--- src/rtl/hh_stim_scheduler.sv ---
// Round-robin scheduler sharing one Hodgkin-Huxley datapath among NUM_CH stimulus streams,
// with tag/result FIFOs and credit flow control. Define HH_SCHED_PRIO0_EN for channel-0 priority.
module hh_stim_scheduler #(
  parameter int unsigned NUM_CH = 4,
  parameter int unsigned DEPTH  = 8,
  localparam int unsigned CH_W  = $clog2(NUM_CH),
  localparam int unsigned CRW   = $clog2(DEPTH) + 1
) (
  input  logic                 clk,
  input  logic                 reset_n,
  input  logic [32*NUM_CH-1:0] s_data,
  input  logic [NUM_CH-1:0]    s_valid,
  output logic [NUM_CH-1:0]    s_ready,
  output logic [31:0]          hh_s,
  output logic                 hh_valid,
  input  logic                 hh_rdy,
  input  logic [31:0]          hh_V,
  input  logic                 hh_o_valid,
  output logic [31:0]          m_data,
  output logic [CH_W-1:0]      m_channel,
  output logic                 m_valid,
  input  logic                 m_ready,
  output logic [CRW-1:0]       o_credits,
  output logic                 o_err
);

  localparam int unsigned AW = $clog2(DEPTH);
  localparam int unsigned RW = CH_W + 32;

  logic [CH_W-1:0] rr_q;
  logic [CRW-1:0]  credits_q;
  logic            err_q;

  logic [CH_W-1:0] tag_mem [DEPTH];
  logic [AW-1:0]   tag_wr_q, tag_rd_q;
  logic [AW:0]     tag_cnt_q;

  logic [RW-1:0]   res_mem [DEPTH];
  logic [AW-1:0]   res_wr_q, res_rd_q;
  logic [AW:0]     res_cnt_q;
  logic [RW-1:0]   res_head;

  logic [CH_W-1:0] grant, cand;
  logic            any_req;
  logic            issue, rr_upd;
  logic            tag_pop, res_pop, err_set;

  // Search upward from rr_q with wrap; first requesting channel wins.
  always_comb begin
    grant   = '0;
    cand    = '0;
    any_req = 1'b0;
    for (int i = 0; i < NUM_CH; i++) begin
      cand = CH_W'((32'(rr_q) + 32'(i)) % NUM_CH);
      if (!any_req && s_valid[cand]) begin
        any_req = 1'b1;
        grant   = cand;
      end
    end
`ifdef HH_SCHED_PRIO0_EN
    if (s_valid[0]) begin
      any_req = 1'b1;
      grant   = '0;
    end
`endif
  end

  // Gated by reset_n so the handshake outputs read zero while reset is held.
  assign issue = reset_n && hh_rdy && (credits_q != '0) && any_req;

`ifdef HH_SCHED_PRIO0_EN
  assign rr_upd = issue && !s_valid[0];
`else
  assign rr_upd = issue;
`endif

  assign s_ready  = issue ? (NUM_CH'(1) << grant) : '0;
  assign hh_valid = issue;
  assign hh_s     = issue ? s_data[{grant, 5'b0} +: 32] : '0;

  assign tag_pop  = hh_o_valid && (tag_cnt_q != '0);
  assign err_set  = hh_o_valid && (tag_cnt_q == '0);

  assign res_head  = res_mem[res_rd_q];
  assign m_valid   = (res_cnt_q != '0);
  assign res_pop   = m_valid && m_ready;
  assign m_data    = m_valid ? res_head[31:0] : '0;
  assign m_channel = m_valid ? res_head[RW-1:32] : '0;

  assign o_credits = credits_q;
  assign o_err     = err_q;

  always_ff @(posedge clk) begin
    if (issue) tag_mem[tag_wr_q] <= grant;
    if (tag_pop) res_mem[res_wr_q] <= {tag_mem[tag_rd_q], hh_V};
  end

  always_ff @(posedge clk or negedge reset_n) begin
    if (!reset_n) begin
      rr_q      <= '0;
      credits_q <= CRW'(DEPTH);
      err_q     <= 1'b0;
      tag_wr_q  <= '0;
      tag_rd_q  <= '0;
      tag_cnt_q <= '0;
      res_wr_q  <= '0;
      res_rd_q  <= '0;
      res_cnt_q <= '0;
    end else begin
      if (rr_upd) rr_q <= CH_W'((32'(grant) + 32'd1) % NUM_CH);
      credits_q <= credits_q - {{(CRW-1){1'b0}}, issue} + {{(CRW-1){1'b0}}, res_pop};
      if (err_set) err_q <= 1'b1;
      if (issue)   tag_wr_q <= tag_wr_q + AW'(1);
      if (tag_pop) tag_rd_q <= tag_rd_q + AW'(1);
      tag_cnt_q <= tag_cnt_q + {{AW{1'b0}}, issue} - {{AW{1'b0}}, tag_pop};
      if (tag_pop) res_wr_q <= res_wr_q + AW'(1);
      if (res_pop) res_rd_q <= res_rd_q + AW'(1);
      res_cnt_q <= res_cnt_q + {{AW{1'b0}}, tag_pop} - {{AW{1'b0}}, res_pop};
    end
  end

endmodule

--- config.mk ---
export PLATFORM = sky130hd
export DESIGN_NAME = hh_stim_scheduler
export DESIGN_NICKNAME = d
export VERILOG_FILES = /design/src/rtl/hh_stim_scheduler.sv
export SDC_FILE = /design/constraint.sdc
export NUM_CORES = 1
export LEC_CHECK = 0
export ABC_CLOCK_PERIOD_IN_PS = 8800
export BUFFER_PORTS_ARGS = -buffer_cell sky130_fd_sc_hd__buf_4
export CAP_MARGIN = 40
export CORE_ASPECT_RATIO = 1.4
export CORE_MARGIN = 8
export CORE_UTILIZATION = 51
export DETAILED_ROUTE_END_ITERATION = 6
export PLACE_DENSITY = 0.74
export SETUP_SLACK_MARGIN = 0.4
export SKIP_CTS_REPAIR_TIMING = 1
export SYNTH_ARGS = -nofsm -noshare
export SYNTH_HDL_FRONTEND = slang
export SYNTH_SLANG_ARGS = --single-unit
--- constraint.sdc ---
create_clock -name clk -period 8.8 [get_ports clk]
set_input_delay 2.2 -clock clk [delete_from_list [all_inputs] [get_ports clk]]
set_output_delay 2.2 -clock clk [all_outputs]
set_load 0.005 [all_outputs]
======== After elaboration in Yosys (flattened, before gate mapping) ========
Memory sizes are Yosys's and may differ from the RTL's.
Index checks and enable logic that the tools add are counted.
cells by class
  muxes and demuxes ....................... 24
  reduce and logical (&&, ||, !) cells .... 16
  $add $sub $neg .......................... 14
  shift operators ......................... 2
  $lt $le $gt $ge ......................... 4
operators by type and width
  kind                                                 number
  indexed part select 128 x 8 -> 32 bit                1
  2-to-1 mux 32 bit                                    2
  adder 3 x 1 -> 3 bit (second input constant)         4
  adder 4 x 1 -> 4 bit                                 3
  < comparator 2 x 3 -> 1 bit (second input constant)  4
  2-to-1 mux 1 bit                                     12
  nonzero test 4 bit                                   3
  subtractor 4 x 1 -> 4 bit                            3
  2-to-1 mux 2 bit                                     5
  logical AND 1 bit                                    9
  binary-select mux 1 bit (select 2 bit)               4
  adder 2 x 1 -> 2 bit (second input constant)         2
  adder 2 bit (second input constant)                  2
  zero test 4 bit                                      1
  2-to-1 mux 4 bit                                     1
  << shifter 1 x 2 -> 4 bit (first input constant)     1
  zero test 1 bit                                      3
word-level totals
  input bits .............................. 169
  memories kept ........................... 2
  logic and storage cells ................. 71
  output and inout bits ................... 77
  memory bits (writable) .................. 288
  register bits after elaboration ......... 27
memory list
  memory   depth  width  rd ports  clocked after memory_dff  write ports  line  RTL
  res_mem  8      34     1         0                         1            38    logic [RW-1:0] res_mem [DEPTH];
  tag_mem  8      2      1         0                         1            34    logic [CH_W-1:0] tag_mem [DEPTH];

======== Depth between registers and ports, before layout ========
Gate-level depths: netlist (run 1).
  word-level depth ........................ 15
  gate-level depth with buffers ........... 13
  gate-level depth less buffers ........... 12

======== Least setup slack after synthesis (run 1) ========
No wires, ideal clock.
  path kind ............................... input -> register
  from .................................... in hh_o_valid
  to ...................................... mem res_mem[0][0] in the netlist's numbering, enable pin
  library setup time ...................... 0.511 ns
  path buffers ............................ 1
  stages on the path ...................... 3
  arrival time ............................ 5.745 ns
  data required time ...................... 8.289 ns
  setup slack ............................. 2.544 ns
  path through ............................ nand2b_1 -> clkbuf_1 -> nor4_1
between the ends
  word-level cells in the longest chain between the ends .. 3
ends and longest elaborated chain
  what                                    line  RTL
  start: declaration                      18    input logic hh_o_valid,
  logical AND 1 bit                       81    assign tag_pop = hh_o_valid && (tag_cnt_q != '0);
  2-to-1 mux 1 bit                        95    if (tag_pop) res_mem[res_wr_q] <= {tag_mem[tag_rd_q], hh_V};
  2-to-1 mux 1 bit (not written as such)  95
  end: declaration                        38
Every way passes these cells.

======== Worst setup path after layout (run 1) ========
  from .................................... in s_valid[1]
  to ...................................... out s_ready[1]
between the ends
  word-level cells in the longest chain between the ends .. 14
  elaborated cells between the ends (all ways) .. 25
  those cells by class .................... 1 x shift; 17 x mux; 7 x reduce/logical
ends and longest elaborated chain
  what                                    line  RTL
  start: declaration                      12    input logic [NUM_CH-1:0] s_valid,
  binary-select mux 1 bit (select 2 bit)  55    if (!any_req && s_valid[cand]) begin
  2-to-1 mux 1 bit (not written as such)  55
  2-to-1 mux 1 bit                        55
  zero test 1 bit                         55
  logical AND 1 bit                       55
  2-to-1 mux 1 bit                        55
  zero test 1 bit                         55
  logical AND 1 bit                       55
  2-to-1 mux 1 bit                        55
  zero test 1 bit                         55
  logical AND 1 bit                       55
  2-to-1 mux 2 bit *                      55
  named net grant[0]                      43    logic [CH_W-1:0] grant, cand;
  << shifter 1 x 2 -> 4 bit *             77    assign s_ready = issue ? (NUM_CH'(1) << grant) : '0;
  2-to-1 mux 4 bit *                      77
  end: declaration                        13    output logic [NUM_CH-1:0] s_ready,
Mark *: on every way through the listed nets, which the timed path passes. The rest lies on a longest branch. The select of a mux whose other input is x is not followed.

==> results of run 1 <==
## cells in the final DEF, fill, tap and decap left out, drive strengths merged, types with 2 or more instances in the layout
cell type    n
edfxtp     288
buf        265
mux2i       99
mux4        72
nor2        42
clkbuf      36
o22ai       33
inv         28
dfrtp       26
ha          23
nand2       19
clkinv      11
xnor2        9
a21oi        7
nor3         6
a21o         5
nand2b       5
xor2         5
mux2         5
and2         5
nor3b        4
fa           3
bufinv       2
nor4         2
## worst max-delay path: stages
cell and delay (ps):
buf_4 130, or2b_1 220, a21oi_1 210, a211o_4 600, inv_1 410, ha_1 320
and2_1 200, buf_4 160
## layer usage
layer / part of all wire (%) / track usage (%) / vias to the layer above
met5: 0 / 0 / -
met4: 3.0 / 6.947 / 0
met3: 8.4 / 5.496 / 40
met2: 52 / 34.50 / 355
met1: 37 / 22.42 / 3847
li1: - / - / 3433
## how the worst max path moves through the flow
stage / startpoint / to / slack (ps)
after floorplan: hh_o_valid / res_mem[0][0] / 2540
after global placement: s_valid[3] / hh_s[7] / 1860
after detailed placement: s_valid[1] / s_ready[1] / 2140
after CTS: s_valid[1] / s_ready[1] / 2130
after global routing: s_valid[1] / s_ready[1] / 1990
final: s_valid[1] / s_ready[1] / 2130
## kinds of logic after synthesis
kind of cell / after synthesis
AND/OR/NAND/NOR: 88
buffers and inverters: 71
flip-flops: 315
multiplexers: 176
AO/OA/AOI/OAI: 51
XOR/XNOR: 14
adder cells (fa/ha/maj): 26
## power by group
group	switching, mW	internal [mW]	total, mW	leakage, nW
Combinational	0.856	0.963	1.82	3.06
Sequential	0.219	1.94	2.16	2.92
Clock	0.508	0.659	1.17	0.425
Total	1.58	3.56	5.14	6.41
## state kept, by name, indices dropped and copies added, names as in the netlist
| signal | count |
|---|---|
| res_mem | 272 |
| tag_mem | 16 |
| o_credits | 4 |
| res_cnt_q | 4 |
| tag_cnt_q | 4 |
| res_rd_q | 3 |
| res_wr_q | 3 |
| tag_rd_q | 3 |
| tag_wr_q | 3 |
| rr_q | 2 |
| o_err | 1 |
## per-stage QoR
stage / hold WS, ps / power, mW / worst slack (ps) / instance area (um^2) / cells
after floorplan: 451.0 / 3.336 / 2544 / 13620 / 741
after global placement: 440.4 / 3.984 / 1858 / 15740 / 1286
after detailed placement: 460.6 / 4.042 / 2143 / 15820 / 1292
after CTS: 478.9 / 5.216 / 2128 / 16690 / 1342
after global routing: 500.2 / 5.419 / 1992 / 16690 / 1342
final: 471.3 / 5.144 / 2135 / 16690 / 1343
## layout make-up
type,instances,area share [%]
Inverter,28,0.6296
Tap cell,328,2.458
Clock buffer,36,4.505
Multi-Input combinational cell,355,23.56
Timing Repair Buffer,266,12.22
Clock inverter,14,0.6970
Antenna cell,1,0.01499
Sequential cell,315,55.91
==> results.cfg, run 1 <==
[outcome]
status = complete, no violations

[timing]
period_needed_ps = 6665
finalSetupTns_ps = 0
hold_viol = 0
max_freq_mhz = 150.0
worst_pin_slew_ps = 821.7
setup_viol = 0
fin_crit_sh_pct = 75.74
finClkSkew_ps = 10.42
finalMaxSlewViolations = 0
slew_headroom_pct = 45.09
rsz0062_at_grt = false

[die]
coreArea_um2 = 26560
num_rows = 71
die_y_um = 209.3
die_x_um = 154.1
start_util_pct = 51.27
io_pins = 246
die-area_um2 = 32260

[detailed_routing]
via_per_inst = 5.715
firstDrtPassIters = 5
ant_nets = 0
route.detailed.drc = 0
routedWlPerCell_um = 23.86
route.final.wire_length_mm = 32.05
first_iter_violations = 428
vias = 7675

[synth]
yosys-mux-area-fraction_pct = 19.60
ys_seq_elements = 315
yosys.area_share.adder_pct = 2.554
synth-compound-area-share_pct = 2.453
yosysMostFrequentCell = edfxtp_1
synth_area_um2 = 13620
synth_top_family_by_area = multiplexers
synth_area_per_cell_um2 = 18.38
synth_fp_nets = 936
ys_warn_count = 0
synth_top_area_cell = edfxtp_1
yosys.area_share.simple_pct = 2.949
synth_top_area_share_pct = 63.51
ys.flop_type = edfxtp_1
ys_seq_area_share_pct = 68.48
synthTopCellsByCount = 288 x edfxtp_1, 99 x mux2i_1, 72 x mux4_2, 42 x nor2_1, 33 x o22ai_1
async_flop_share_pct = 8.571
synth_xor_area_share_pct = 0.9004
netlist_top_cells_area = edfxtp_1 64%, mux4_2 12%, mux2i_1 7.3%
synth_edf_count = 288
synthCells = 741
synth.distinct_cells = 41

[setup_path]
cp-end-kind = output port
timing.rr.start = tag_cnt_q[2]
crit-reg2reg-capture = res_mem[3][31]
worstRegToRegCells = 8
required_ps = 6600
setup.worst_path.class = in2out
cp_max_fo = 47
crit_path_start_kind = primary input
rrSetupSlack_ps = 5750
worstPathArrival_ps = 4470

[cells_and_area]
drive_above_1_share_pct = 39.55
final_util_pct = 62.85
multiInputGateArea_um2 = 3934
syn_to_final_growth_pct = 22.58
final_nets = 1189
regArea_um2 = 9334
fillers = 1871

[pwr]
p_per_area_nw_per_um2 = 308.2
peakVddDrop_uv = 169.7
p_leak_nw = 6.407

[clocking]
clk_latency_ps = 540
path_clk_slew_ps = 60
cts_made_buffers = 28
clockBufferDepth = 3
root_buffer = clkbuf_16
htreeDepth = 1
cts_sinks = 315
cts_tree = done

[placed_design]
hpwl_mm = 21.01
port_buffers = 245
gp_congestion = 0.8739

[global_routing]
grt_pass1_wl_mm = 47.79
grt.total_usage_pct = 19.58
grt_antenna_before_repair = 0
grt_max_degree = 48
grt_pass1_vias = 8375
grt_overflow_total = 0

[min_path]
whs_path_depth = 1
min_delay_worst_endpoint = o_err
holdCritPathClass = reg2reg
min-delay-start = o_err

[run]
max-cap-violations = 0
(Power assumes the default switching activity.)
==> run 2: changes to the inputs <==
--- a/config.mk
+++ b/config.mk
@@ -5,7 +5,7 @@
 export SDC_FILE = /design/constraint.sdc
 export NUM_CORES = 1
 export LEC_CHECK = 0
-export ABC_CLOCK_PERIOD_IN_PS = 8800
+export ABC_CLOCK_PERIOD_IN_PS = 6200
 export BUFFER_PORTS_ARGS = -buffer_cell sky130_fd_sc_hd__buf_4
 export CAP_MARGIN = 40
 export CORE_ASPECT_RATIO = 1.4
==> constraint.sdc (replaced) <==
create_clock -name clk -period 6.2 [get_ports clk]
set_input_delay 1.55 -clock clk [delete_from_list [all_inputs] [get_ports clk]]
set_output_delay 1.55 -clock clk [all_outputs]
set_load 0.005 [all_outputs]
==> run 2 against run 1 <==
  * Setup slack got worse by 950 ps
  * Core utilization rose by 0.31 points
  * Critical path depth did not move
  * Power rose by 42%
  * Count of clock-buffer cells in the layout fell by 5
  * Global-route usage fell by 0.29 points
  * Cell count did not move
  * Clock skew rose by 0.76 ps
  * Hold slack improved by 3.4 ps
  * First-iteration DRC count fell by 2.3%
  * Largest power group unchanged
  * Highest routed layer unchanged
==> results.cfg, run 2 (synthesized netlist as in run 1, its figures left out) <==
[pwr]
p_comb_share_pct = 36.5
p_per_area_nw_per_um2 = 435.7
clock_power_share_pct = 22.2
switching_share_pct = 30.45
p_sw_mw = 2.226
intPower_mw = 5.083
p_leak_nw = 6.442
peakVddDrop_uv = 255.0
p_seq_share_pct = 41.3

[timing]
finalSetupTns_ps = 0
worst_pin_slew_ps = 626.0
finClkSkew_ps = 11.18
finalMaxSlewViolations = 0
setup_viol = 0
max_freq_mhz = 199.4
rsz0062_at_grt = false
fin_crit_sh_pct = 80.90
hold_viol = 0
slew_headroom_pct = 58.26
period_needed_ps = 5016

[global_routing]
grt_pass1_wl_mm = 47.51
grt.total_usage_pct = 19.29
grt_pass1_vias = 8284
grt_overflow_total = 0
grt_max_degree = 39
grt_antenna_before_repair = 0

[die]
start_util_pct = 51.27
num_rows = 71
io_pins = 246
coreArea_um2 = 26560
die_x_um = 154.1
die-area_um2 = 32260
die_y_um = 209.3

[detailed_routing]
first_iter_violations = 418
route.final.wire_length_mm = 31.69
ant_nets = 0
via_per_inst = 5.739
vias = 7708
firstDrtPassIters = 5
routedWlPerCell_um = 23.59
route.detailed.drc = 0

[placed_design]
gp_congestion = 0.8732
place_inst = 1295
port_buffers = 245
hpwl_mm = 21.51

[cells_and_area]
syn_to_final_growth_pct = 23.19
mostFrequentLayoutCells = 288 x edfxtp_1, 262 x buf_4, 99 x mux2i_1
regArea_um2 = 9334
regMostFlops = res_mem
largest_reg_flops = 272
largestRegisters = res_mem: 272 flops, tag_mem: 16 flops
final_nets = 1191
drive_above_1_share_pct = 39.61
mostFrequentLayoutCell = edfxtp_1
final-instance-count-excl-fill = 1343
diodes = 0
fillers = 1904
multiInputGateArea_um2 = 3934

[clocking]
clockBufferDepth = 3
clk_latency_ps = 530
htreeDepth = 1
path_clk_slew_ps = 60
cts_sinks = 315
cts_made_buffers = 27
root_buffer = clkbuf_16
cts_tree = done

[setup_path]
worst-path-buf-inv = 3
cp_max_fo = 35
cp-end-kind = output port
setup.worst_path.class = in2out
max_stage_delay_ps = 500
crit_slowest_cell = a211o_4
crit_path_start_kind = primary input
worstPathArrival_ps = 3470
crit_top_cell = buf_4
required_ps = 4650
crit_family = compound AO/OA/AOI/OAI gates
crit_chain = buf_4 > or2b_1 > a21oi_1 > a211o_4 > inv_1 > ha_1 > and2_1 > buf_4

[outcome]
status = complete, no violations

[min_path]
holdCritPathClass = reg2reg

[run]
max-cap-violations = 0
==> run 2: changes by cell type in the layout (fill, tap and decap cells not counted), sizes merged <==
cell | previous run | this run
clkbuf | 36 | 31
buf | 265 | 269
clkinv | 11 | 13
bufinv | 2 | 3
clkdlybuf4s18 | 1 | 0
clkinvlp | 1 | 0
diode | 1 | 0
inv | 28 | 29
==> run 2: worst reg2reg max path, stage by stage, from the launching register on <==
cell and delay [ps]:
dfrtp_1 330, inv_1 60, ha_1 180, and3_1 190
nand2b_1 380, inv_2 220, nand2_1 240, nor2_4 490
buf_16 220, buf_4 270
==> run 2: layer usage <==
layer  vias up  share of wire [%]  wire length, um  track usage (%)
li1       3446                  -                -                -
met1      3845                 37            11840            22.41
met2       370                 51            16080            33.70
met3        47                8.8             2783            5.373
met4         0                3.1              979            6.710
met5         -                  0                0                0
==> run 2: final cells by class <==
| type | count | area share, % |
|---|---|---|
| Sequential cell | 315 | 55.64 |
| Clock inverter | 17 | 0.9397 |
| Clock buffer | 31 | 4.117 |
| Timing Repair Buffer | 269 | 12.78 |
| Tap cell | 328 | 2.446 |
| Inverter | 28 | 0.6265 |
| Multi-Input combinational cell | 355 | 23.45 |
==> run 2: final timing paths <==
| path | to | start | cells after the start | slack [ps] |
|---|---|---|---|---|
| setup / recovery | s_ready[1] | s_valid[1] | 8 | 1180 |
| hold / removal | o_err | o_err | 1 | 470 |
| setup reg to reg | res_mem[3][19] | tag_cnt_q[2] | 9 | 3290 |
| hold reg to reg | o_err | o_err | 1 | 470 |
| max in group asynchronous | res_rd_q[0] | reset_n | 1 | 4910 |
| min in group asynchronous | o_credits[2] | reset_n | 1 | 960 |
==> run 2: power groups by stage <==
stage	Clock [mW]	Combinational, mW	Sequential [mW]
floorplan	0	1.83	2.90
global placement	0	2.50	3.16
detailed placement	0	2.72	3.06
CTS	1.66	2.74	3.02
global route	1.73	2.92	3.05
finish	1.62	2.67	3.02
==> run 2: through the flow <==
stage | worst slack, ps | utilization, % | power, mW | cell area (um^2) | hold WS [ps]
after floorplan | 594.3 | - | 4.734 | 13620 | 451.0
after global placement | 1196 | 59.37 | 5.655 | 15770 | 444.9
after detailed placement | 1174 | 59.97 | 5.784 | 15930 | 447.1
after CTS | 1172 | 63.16 | 7.417 | 16780 | 470.5
after global routing | 1031 | 63.16 | 7.700 | 16780 | 483.3
final | 1184 | 63.16 | 7.309 | 16780 | 474.7
